## config.mk

```make
export PLATFORM = sky130hd
export DESIGN_NAME = mem_arbiter
export DESIGN_NICKNAME = d
export VERILOG_FILES = /design/src/rtl/mem_arbiter.sv
export SDC_FILE = /design/constraint.sdc
export NUM_CORES = 1
export LEC_CHECK = 0
export CELL_PAD_IN_SITES_DETAIL_PLACEMENT = 1
export CELL_PAD_IN_SITES_GLOBAL_PLACEMENT = 1
export CORE_MARGIN = 4
export CORE_UTILIZATION = 12
export CTS_CLUSTER_DIAMETER = 120
export DETAILED_ROUTE_END_ITERATION = 10
export HOLD_SLACK_MARGIN = 0.08
export PLACE_DENSITY_LB_ADDON = 0.08
export SLEW_MARGIN = 20
export SYNTH_ARGS = -nofsm -noshare
export SYNTH_HDL_FRONTEND = slang
export SYNTH_SLANG_ARGS = --single-unit
export TNS_END_PERCENT = 100
```

## constraint.sdc

```tcl
create_clock -name clock -period 2.9 [get_ports clock]
set_input_delay 0.435 -clock clock [delete_from_list [all_inputs] [get_ports clock]]
set_output_delay 0.435 -clock clock [all_outputs]
set_load 0.005 [all_outputs]
```

## src/rtl/mem_arbiter.sv

```systemverilog
// mem_arbiter: merges the core's instruction-fetch (imem) and data (dmem)
// request ports onto one shared memory port.
//
// Handshake (all three ports): a requester raises valid and holds valid,
// instr, addr, wdata and wstrb stable until it sees a one-cycle ready;
// rdata is valid in that ready cycle. wstrb == 0 means read.
//
// Arbitration: dmem has fixed priority, but once dmem has been granted
// starve_limit times in a row while imem was waiting, imem wins the next
// contended arbitration. A transaction that does not finish in its first
// cycle locks the port to its requester until memory_ready (or until the
// requester abandons it by dropping valid).
//
// Ports:
//   clock, reset         rising-edge clock, synchronous active-high reset
//   imem_*               instruction-fetch requester port
//   dmem_*               data requester port
//   memory_*             shared memory port (request out, rdata/ready in)
//   dbg_owner            current owner register (0 none, 1 imem, 2 dmem)
//   dbg_scnt             starvation counter
module mem_arbiter #(
    parameter int unsigned starve_limit = 4
) (
    input  logic        clock,
    input  logic        reset,
    input  logic        imem_valid,
    input  logic        imem_instr,
    input  logic [31:0] imem_addr,
    input  logic [31:0] imem_wdata,
    input  logic [3:0]  imem_wstrb,
    output logic [31:0] imem_rdata,
    output logic        imem_ready,
    input  logic        dmem_valid,
    input  logic        dmem_instr,
    input  logic [31:0] dmem_addr,
    input  logic [31:0] dmem_wdata,
    input  logic [3:0]  dmem_wstrb,
    output logic [31:0] dmem_rdata,
    output logic        dmem_ready,
    output logic        memory_valid,
    output logic        memory_instr,
    output logic [31:0] memory_addr,
    output logic [31:0] memory_wdata,
    output logic [3:0]  memory_wstrb,
    input  logic [31:0] memory_rdata,
    input  logic        memory_ready,
    output logic [1:0]  dbg_owner,
    output logic [3:0]  dbg_scnt
);

    typedef enum logic [1:0] {
        OWN_NONE = 2'd0,
        OWN_IMEM = 2'd1,
        OWN_DMEM = 2'd2
    } owner_t;

    localparam logic [3:0] LIMIT = starve_limit[3:0];

    owner_t      r_owner;
    logic [3:0]  r_scnt;
    owner_t      w_sel;
    logic        w_fwd_valid;

    // Selection: a locked owner keeps the port; otherwise arbitrate
    // combinationally so an idle-cycle request reaches memory at once.
    always_comb begin
        w_sel = OWN_NONE;
        if (r_owner != OWN_NONE) begin
            w_sel = r_owner;
        end else if (imem_valid && dmem_valid) begin
            w_sel = (r_scnt >= LIMIT) ? OWN_IMEM : OWN_DMEM;
        end else if (imem_valid) begin
            w_sel = OWN_IMEM;
        end else if (dmem_valid) begin
            w_sel = OWN_DMEM;
        end
    end

    // Forward the whole request of exactly one requester, never a mix.
    always_comb begin
        w_fwd_valid  = 1'b0;
        memory_instr = 1'b0;
        memory_addr  = 32'd0;
        memory_wdata = 32'd0;
        memory_wstrb = 4'd0;
        case (w_sel)
            OWN_IMEM: begin
                w_fwd_valid  = imem_valid;
                memory_instr = imem_instr;
                memory_addr  = imem_addr;
                memory_wdata = imem_wdata;
                memory_wstrb = imem_wstrb;
            end
            OWN_DMEM: begin
                w_fwd_valid  = dmem_valid;
                memory_instr = dmem_instr;
                memory_addr  = dmem_addr;
                memory_wdata = dmem_wdata;
                memory_wstrb = dmem_wstrb;
            end
            default: ;
        endcase
    end

    assign memory_valid = w_fwd_valid && !reset;
    assign imem_ready   = memory_ready && (w_sel == OWN_IMEM) && !reset;
    assign dmem_ready   = memory_ready && (w_sel == OWN_DMEM) && !reset;
    assign imem_rdata   = memory_rdata;
    assign dmem_rdata   = memory_rdata;
    assign dbg_owner    = r_owner;
    assign dbg_scnt     = r_scnt;

    always_ff @(posedge clock) begin
        if (reset) begin
            r_owner <= OWN_NONE;
            r_scnt  <= 4'd0;
        end else begin
            case (r_owner)
                OWN_NONE: begin
                    if (w_sel != OWN_NONE) begin
                        // Lock only when the transaction did not finish now.
                        if (!memory_ready) begin
                            r_owner <= w_sel;
                        end
                        // Count dmem wins only while imem is actually waiting.
                        if (w_sel == OWN_DMEM && imem_valid) begin
                            if (r_scnt != 4'hF) begin
                                r_scnt <= r_scnt + 4'd1;
                            end
                        end else begin
                            r_scnt <= 4'd0;
                        end
                    end
                end
                OWN_IMEM: begin
                    if (memory_ready || !imem_valid) begin
                        r_owner <= OWN_NONE;
                    end
                end
                OWN_DMEM: begin
                    if (memory_ready || !dmem_valid) begin
                        r_owner <= OWN_NONE;
                    end
                end
                default: r_owner <= OWN_NONE;
            endcase
        end
    end

endmodule

```

==> results.sh, run 1 <==
export IMPL_status="complete, no violations"
export IMPL_worst_slack_ns=0.1070
export IMPL_fillers=1741
export IMPL_placed_cells=610
export IMPL_cp_arrival_ns=2.36
export IMPL_cts_buffers=3
export IMPL_final_util_pct=28.75
export IMPL_htree_levels=1
export IMPL_startpoint_type="input pin"
export IMPL_synth_edff_count=0
export IMPL_timing_critical_path_buf_inv=5
export IMPL_first_global_vias=2872
export IMPL_syn_avg_cell_area_um2=6.556
export IMPL_min_period_ns=2.793
export IMPL_hold_viol=0
export IMPL_max_freq_mhz=358.0
export IMPL_peakVddDrop_v=0.0002061
export IMPL_critPathTopFamily="buffers and inverters"
export IMPL_ys_seq_area_share_pct=6.662
export IMPL_dpl_worst_slack_ns=-0.3595
export IMPL_crit_path_end_kind="output port"
export IMPL_hp_start="dbg_scnt[1]"
export IMPL_root_buffer="clkbuf_16"
export IMPL_ant_nets=0
export IMPL_cts_sinks=6
export IMPL_drc=0
export IMPL_grt_pass1_wl_um=16440
export IMPL_r2r_start="dbg_owner[0]"
export IMPL_crit_cells=9
export IMPL_die_x_um=130.6
export IMPL_setup_viol=0
export IMPL_insertion_delay_ns=0.23
export IMPL_grt_max_degree=28
export IMPL_ys_ff_latch=6
export IMPL_die_y_um=130.6
export IMPL_syn_num_nets=454
export IMPL_grt_overflow=0
export IMPL_dp_hpwl_um=8707
export IMPL_finalClockSkew_ns=0.002008
export IMPL_drt_pass1_iterations=4
export IMPL_async_flop_share_pct=0
export IMPL_stdcell_count=625
export IMPL_max_stage_delay_ns=0.51
export IMPL_synth_flop_cell="dfxtp_1"
export IMPL_worst_pin_slew_ns=0.2793
export IMPL_clockBufferDepth=2
export IMPL_wl_per_cell_um=17.87
export IMPL_nets=622
export IMPL_ctsHoldBuffers=0
export IMPL_synth_top_area_share_pct=29.15
export IMPL_holdPathStages=1
export IMPL_hp_class="reg -> reg"
export IMPL_cap_violations=0
export IMPL_synth_cell_type_count=32
export IMPL_cp_required_ns=2.47
export IMPL_die_area_um2=17050
export IMPL_path_class="in -> out"
export IMPL_post_route_period_util_pct=96.31
export IMPL_yosys_top_cells_area="a22oi_1, buf_4, nor2_1"
export IMPL_via_per_inst=4.186
export IMPL_antenna_found_initial=0
export IMPL_grtUsageTotal_pct=12.27
export IMPL_drtIter0Drc=70
export IMPL_p_leak_nw=1.597
export IMPL_drv_slew=0
export IMPL_cts_tree="yes"
export IMPL_path_clk_slew_ns=0.03
export IMPL_syn2layout_area_growth_pct=133.5
export IMPL_core_um2=14640
export IMPL_slew_headroom_pct=81.38
export IMPL_worstPathCellList="clkdlybuf4s15_2, and2b_2, a21oi_4, buf_4, ha_4, buf_12, bufbuf_16, and3b_1, clkdlybuf4s50_1"
export IMPL_crit_path_max_fanout=10
export IMPL_io_buffers=220
export IMPL_power_density_nw_per_um2=248.4
export IMPL_final_area_um2=4210
export IMPL_dpl_instance_area_um2=3849
export IMPL_gp_congestion=0.7259
export IMPL_synth_most_common_cell="a22oi_1"
export IMPL_netlist_area_um2=1803
export IMPL_diodes=0
export IMPL_tns_ns=0
export IMPL_hold_ws_ns=0.5583
export IMPL_ys_warnings_count=0
export IMPL_crit_start="dmem_valid"
export IMPL_crit_slowest_cell="clkdlybuf4s50_1"
export IMPL_drive_gt1_share_pct=13.38
export IMPL_r2r_cells=9
export IMPL_rows=44
export IMPL_synthTopCellsByCount="a22oi_1, nor2_1, buf_4, clkbuf_1, dfxtp_1"
export IMPL_p_total_mw=1.046
export IMPL_synth_top_area_cell="a22oi_1"
export IMPL_vias=2616
export IMPL_totalWireLength_um=11170
export IMPL_io_pins=317
export IMPL_initial_core_util_pct=12.31
export IMPL_syn_inst=275
cell families (layout without fill, tap and decap cells):
family | after synthesis | count (layout) | synth area share [%]
flops | 6 | 6 | 6.662
compound gates | 81 | 81 | 34.42
fa+ha+maj | 4 | 4 | 2.776
simple gates | 90 | 90 | 22.55
buf+inv | 93 | 259 | 32.96
mux | 1 | 1 | 0.6245
layout make-up:
cell class              instances  area (µm²)  area share, %
repair buffers                252        2569          61.01
multi-input cells             176        1197          28.44
well taps                     184       230.2          5.468
flip-flops and latches          6       123.9          2.942
clock buffers                   3       75.07          1.783
inverters                       4       15.01         0.3566
state kept, by name (all words and copies together) (netlist names):
| signal | count |
|---|---|
| dbg_scnt | 4 |
| dbg_owner | 2 |
where the power goes:
group	total, mW	internal, mW	switching, mW
Clock	0.226	0.177	0.0484
Sequential	0.0891	0.0852	0.00384
Combinational	0.731	0.456	0.275
final timing paths:
kind | to | slack [ns]
worst max-delay path | imem_ready | 0.11
worst min-delay path | dbg_scnt[1] | 0.56
worst max register to register | dbg_scnt[0] | 0.78
worst min register to register | dbg_scnt[1] | 0.56
routing by layer:
layer / up-vias / wire (µm) / GRT usage, %
met4: 0 / 274 / 3.085
met2: 118 / 6216 / 24.05
met1: 1219 / 3783 / 12.74
li1: 1248 / - / -
met5: - / 0 / 0
met3: 31 / 893 / 3.415
layout by cell type, fill, tap and decap left out, types with 2 or more instances in the layout:
cell type,n
clkbuf_16,3
dfxtp_2,3
ha_1,2
dlygate4sd2_1,9
dfxtp_1,3
buf_16,2
nor3_1,3
buf_4,23
a22oi_1,63
nand3b_1,3
inv_1,3
and3b_1,2
buf_12,5
ha_4,2
nand3_1,2
a22oi_2,7
a21oi_1,2
nor2_1,69
clkdlybuf4s50_1,208
dlymetal6s2s_1,2
repair_timing:
item,CTS,global route
buffers inserted,7,2
pin swaps,4,3
gates resized for setup,34,5
endpoints found under the hold margin,0,0
setup endpoints to repair,72,31
cloned,3,0
(Power assumes the default switching activity.)
==> inputs of run 2 (changes only) <==
--- a/config.mk
+++ b/config.mk
@@ -11,6 +11,7 @@
 export CORE_UTILIZATION = 12
 export CTS_CLUSTER_DIAMETER = 120
 export DETAILED_ROUTE_END_ITERATION = 10
+export GPL_TIMING_DRIVEN = 0
 export HOLD_SLACK_MARGIN = 0.08
 export PLACE_DENSITY_LB_ADDON = 0.08
 export SLEW_MARGIN = 20
==> run 2 against run 1 <==
Compared with the run above: setup slack worse by 0.036 ns; cell area rose by 24%; non-clock buffer count rose by 123; sequential power about the same; global-route usage increased by 1.5 points.
==> results.sh, run 2 (synthesis results as in run 1) <==
export IMPL_status="complete, no violations"
export IMPL_cp_required_ns=2.47
export IMPL_gp_congestion=0.7674
export IMPL_crit_top_cell="buf_4"
export IMPL_path_clk_slew_ns=0.03
export IMPL_totalWireLength_um=13100
export IMPL_timing_critical_path_buf_inv=4
export IMPL_core_um2=14640
export IMPL_min_period_ns=2.829
export IMPL_slew_headroom_pct=60.89
export IMPL_reg2reg_to="dbg_scnt[0]"
export IMPL_max_stage_delay_ns=0.46
export IMPL_cts_buffers=3
export IMPL_final_util_pct=35.76
export IMPL_initial_core_util_pct=12.31
export IMPL_reg2reg_slack_ns=0.62
export IMPL_insertion_delay_ns=0.23
export IMPL_drv_slew=0
export IMPL_vias=3094
export IMPL_grtUsageTotal_pct=13.80
export IMPL_io_pins=317
export IMPL_r2r_start="dbg_owner[0]"
export IMPL_p_total_mw=1.189
export IMPL_diodes=0
export IMPL_crit_cells=9
export IMPL_crit_path_end_kind="output port"
export IMPL_path_class="reg -> out"
export IMPL_grt_met3_usage_pct=5.000
export IMPL_die_area_um2=17050
export IMPL_cp_arrival_ns=2.39
export IMPL_nets=745
export IMPL_wl_per_cell_um=17.52
export IMPL_crit_slowest_cell="clkdlybuf4s50_1"
export IMPL_clockBufferDepth=2
export IMPL_hp_class="in -> reg"
export IMPL_drtIter0Drc=69
export IMPL_largest_reg_flops=4
export IMPL_worstPathCellList="nand2b_4, o32ai_4, buf_4, inv_2, ha_4, buf_4, a22oi_1, nor2_1, clkdlybuf4s50_1"
export IMPL_drt_pass1_iterations=3
export IMPL_dp_hpwl_um=11240
export IMPL_die_y_um=130.6
export IMPL_drive_gt1_share_pct=20.57
export IMPL_ctsHoldBuffers=0
export IMPL_drc=0
export IMPL_crit_path_max_fanout=10
export IMPL_hold_viol=0
export IMPL_rows=44
export IMPL_peakVddDrop_v=0.0001818
export IMPL_setup_worst_path_end="memory_wdata[16]"
export IMPL_cts_tree="yes"
export IMPL_fillers=1740
export IMPL_stdcell_count=748
export IMPL_ant_nets=0
export IMPL_syn2layout_area_growth_pct=190.4
export IMPL_top_usage_layer="met2"
export IMPL_tns_ns=0
export IMPL_max_freq_mhz=353.5
export IMPL_post_route_period_util_pct=97.55
export IMPL_grt_pass1_wl_um=18780
export IMPL_antenna_found_initial=0
export IMPL_worst_pin_slew_ns=0.5822
export IMPL_htree_levels=1
export IMPL_startpoint_type="flip-flop"
export IMPL_io_buffers=283
export IMPL_final_cell_mix="clkdlybuf4s50_1, buf_4, nor2_1"
export IMPL_grt_max_degree=11
export IMPL_placed_cells=742
export IMPL_setup_viol=0
export IMPL_grt_met1_usage_pct=13.73
export IMPL_gr_usage_met2_pct=27.65
export IMPL_p_leak_nw=2.350
export IMPL_finalClockSkew_ns=0.0008121
export IMPL_root_buffer="clkbuf_16"
export IMPL_cap_violations=0
export IMPL_r2r_cells=9
export IMPL_crit_start="dbg_owner[0]"
export IMPL_first_global_vias=3502
export IMPL_power_density_nw_per_um2=227.1
export IMPL_final_common_cell="clkdlybuf4s50_1"
export IMPL_cts_sinks=6
export IMPL_via_per_inst=4.136
export IMPL_grt_overflow=0
export IMPL_critPathTopFamily="buffers and inverters"
export IMPL_die_x_um=130.6
[run 2: layout make-up]
cell class / instances / area, µm² / share of cell area (%)
Sequential cell: 6 / 126.4 / 2.413
Inverter: 4 / 15.01 / 0.2867
Tap cell: 184 / 230.2 / 4.397
Multi-Input combinational cell: 176 / 1171 / 22.37
Buffer: 87 / 755.7 / 14.43
Timing Repair Buffer: 288 / 2863 / 54.67
Clock buffer: 3 / 75.07 / 1.434
[run 2: per-layer routing]
metal,wire (µm),vias to the layer above
met5,0,-
met1,4167,1431
li1,-,1497
met3,1377,9
met4,140,0
met2,7416,157
[run 2: power breakdown]
group          switching [mW]  internal (mW)  leakage, nW  total (mW)
Sequential            0.00432         0.0845       0.0504      0.0888
Clock                  0.0493          0.177       0.0370       0.226
Combinational           0.309          0.564         2.26       0.874
[run 2: per-stage QoR]
step	hold slack (ns)	setup slack (ns)	instance area, µm²
floorplan	0.5137	0.6069	1803
global placement	0.5320	-0.8896	4866
detailed placement	0.5596	-0.9318	4866
CTS	0.5135	0.00009703	5184
global route	0.5226	-0.001357	5236
finish	0.5168	0.07098	5236
[run 2: worst reg2reg max path, delay by kind of cell (launching register included)]
kind            cells  cell delay (ns)
buf+inv             3             0.47
mux                 1             0.29
flops               1             0.40
compound gates      2             0.34
fa+ha+maj           1             0.19
simple gates        2             0.47
[run 2: worst min path at each step]
stage | startpoint | endpoint | depth (start not counted)
floorplan | memory_ready | dbg_owner[1] | 1
global placement | dbg_scnt[1] | dbg_scnt[1] | 1
detailed placement | dbg_scnt[1] | dbg_scnt[1] | 1
CTS | reset | dbg_owner[0] | 2
global route | reset | dbg_scnt[2] | 2
finish | reset | dbg_scnt[2] | 2
[run 2: repair_timing]
item                       in CTS  in global routing
setup endpoints to repair      72                 37
setup buffers                   4                  0
resized for setup             112                 26
gates cloned                    1                  0
pin swaps                       3                  2
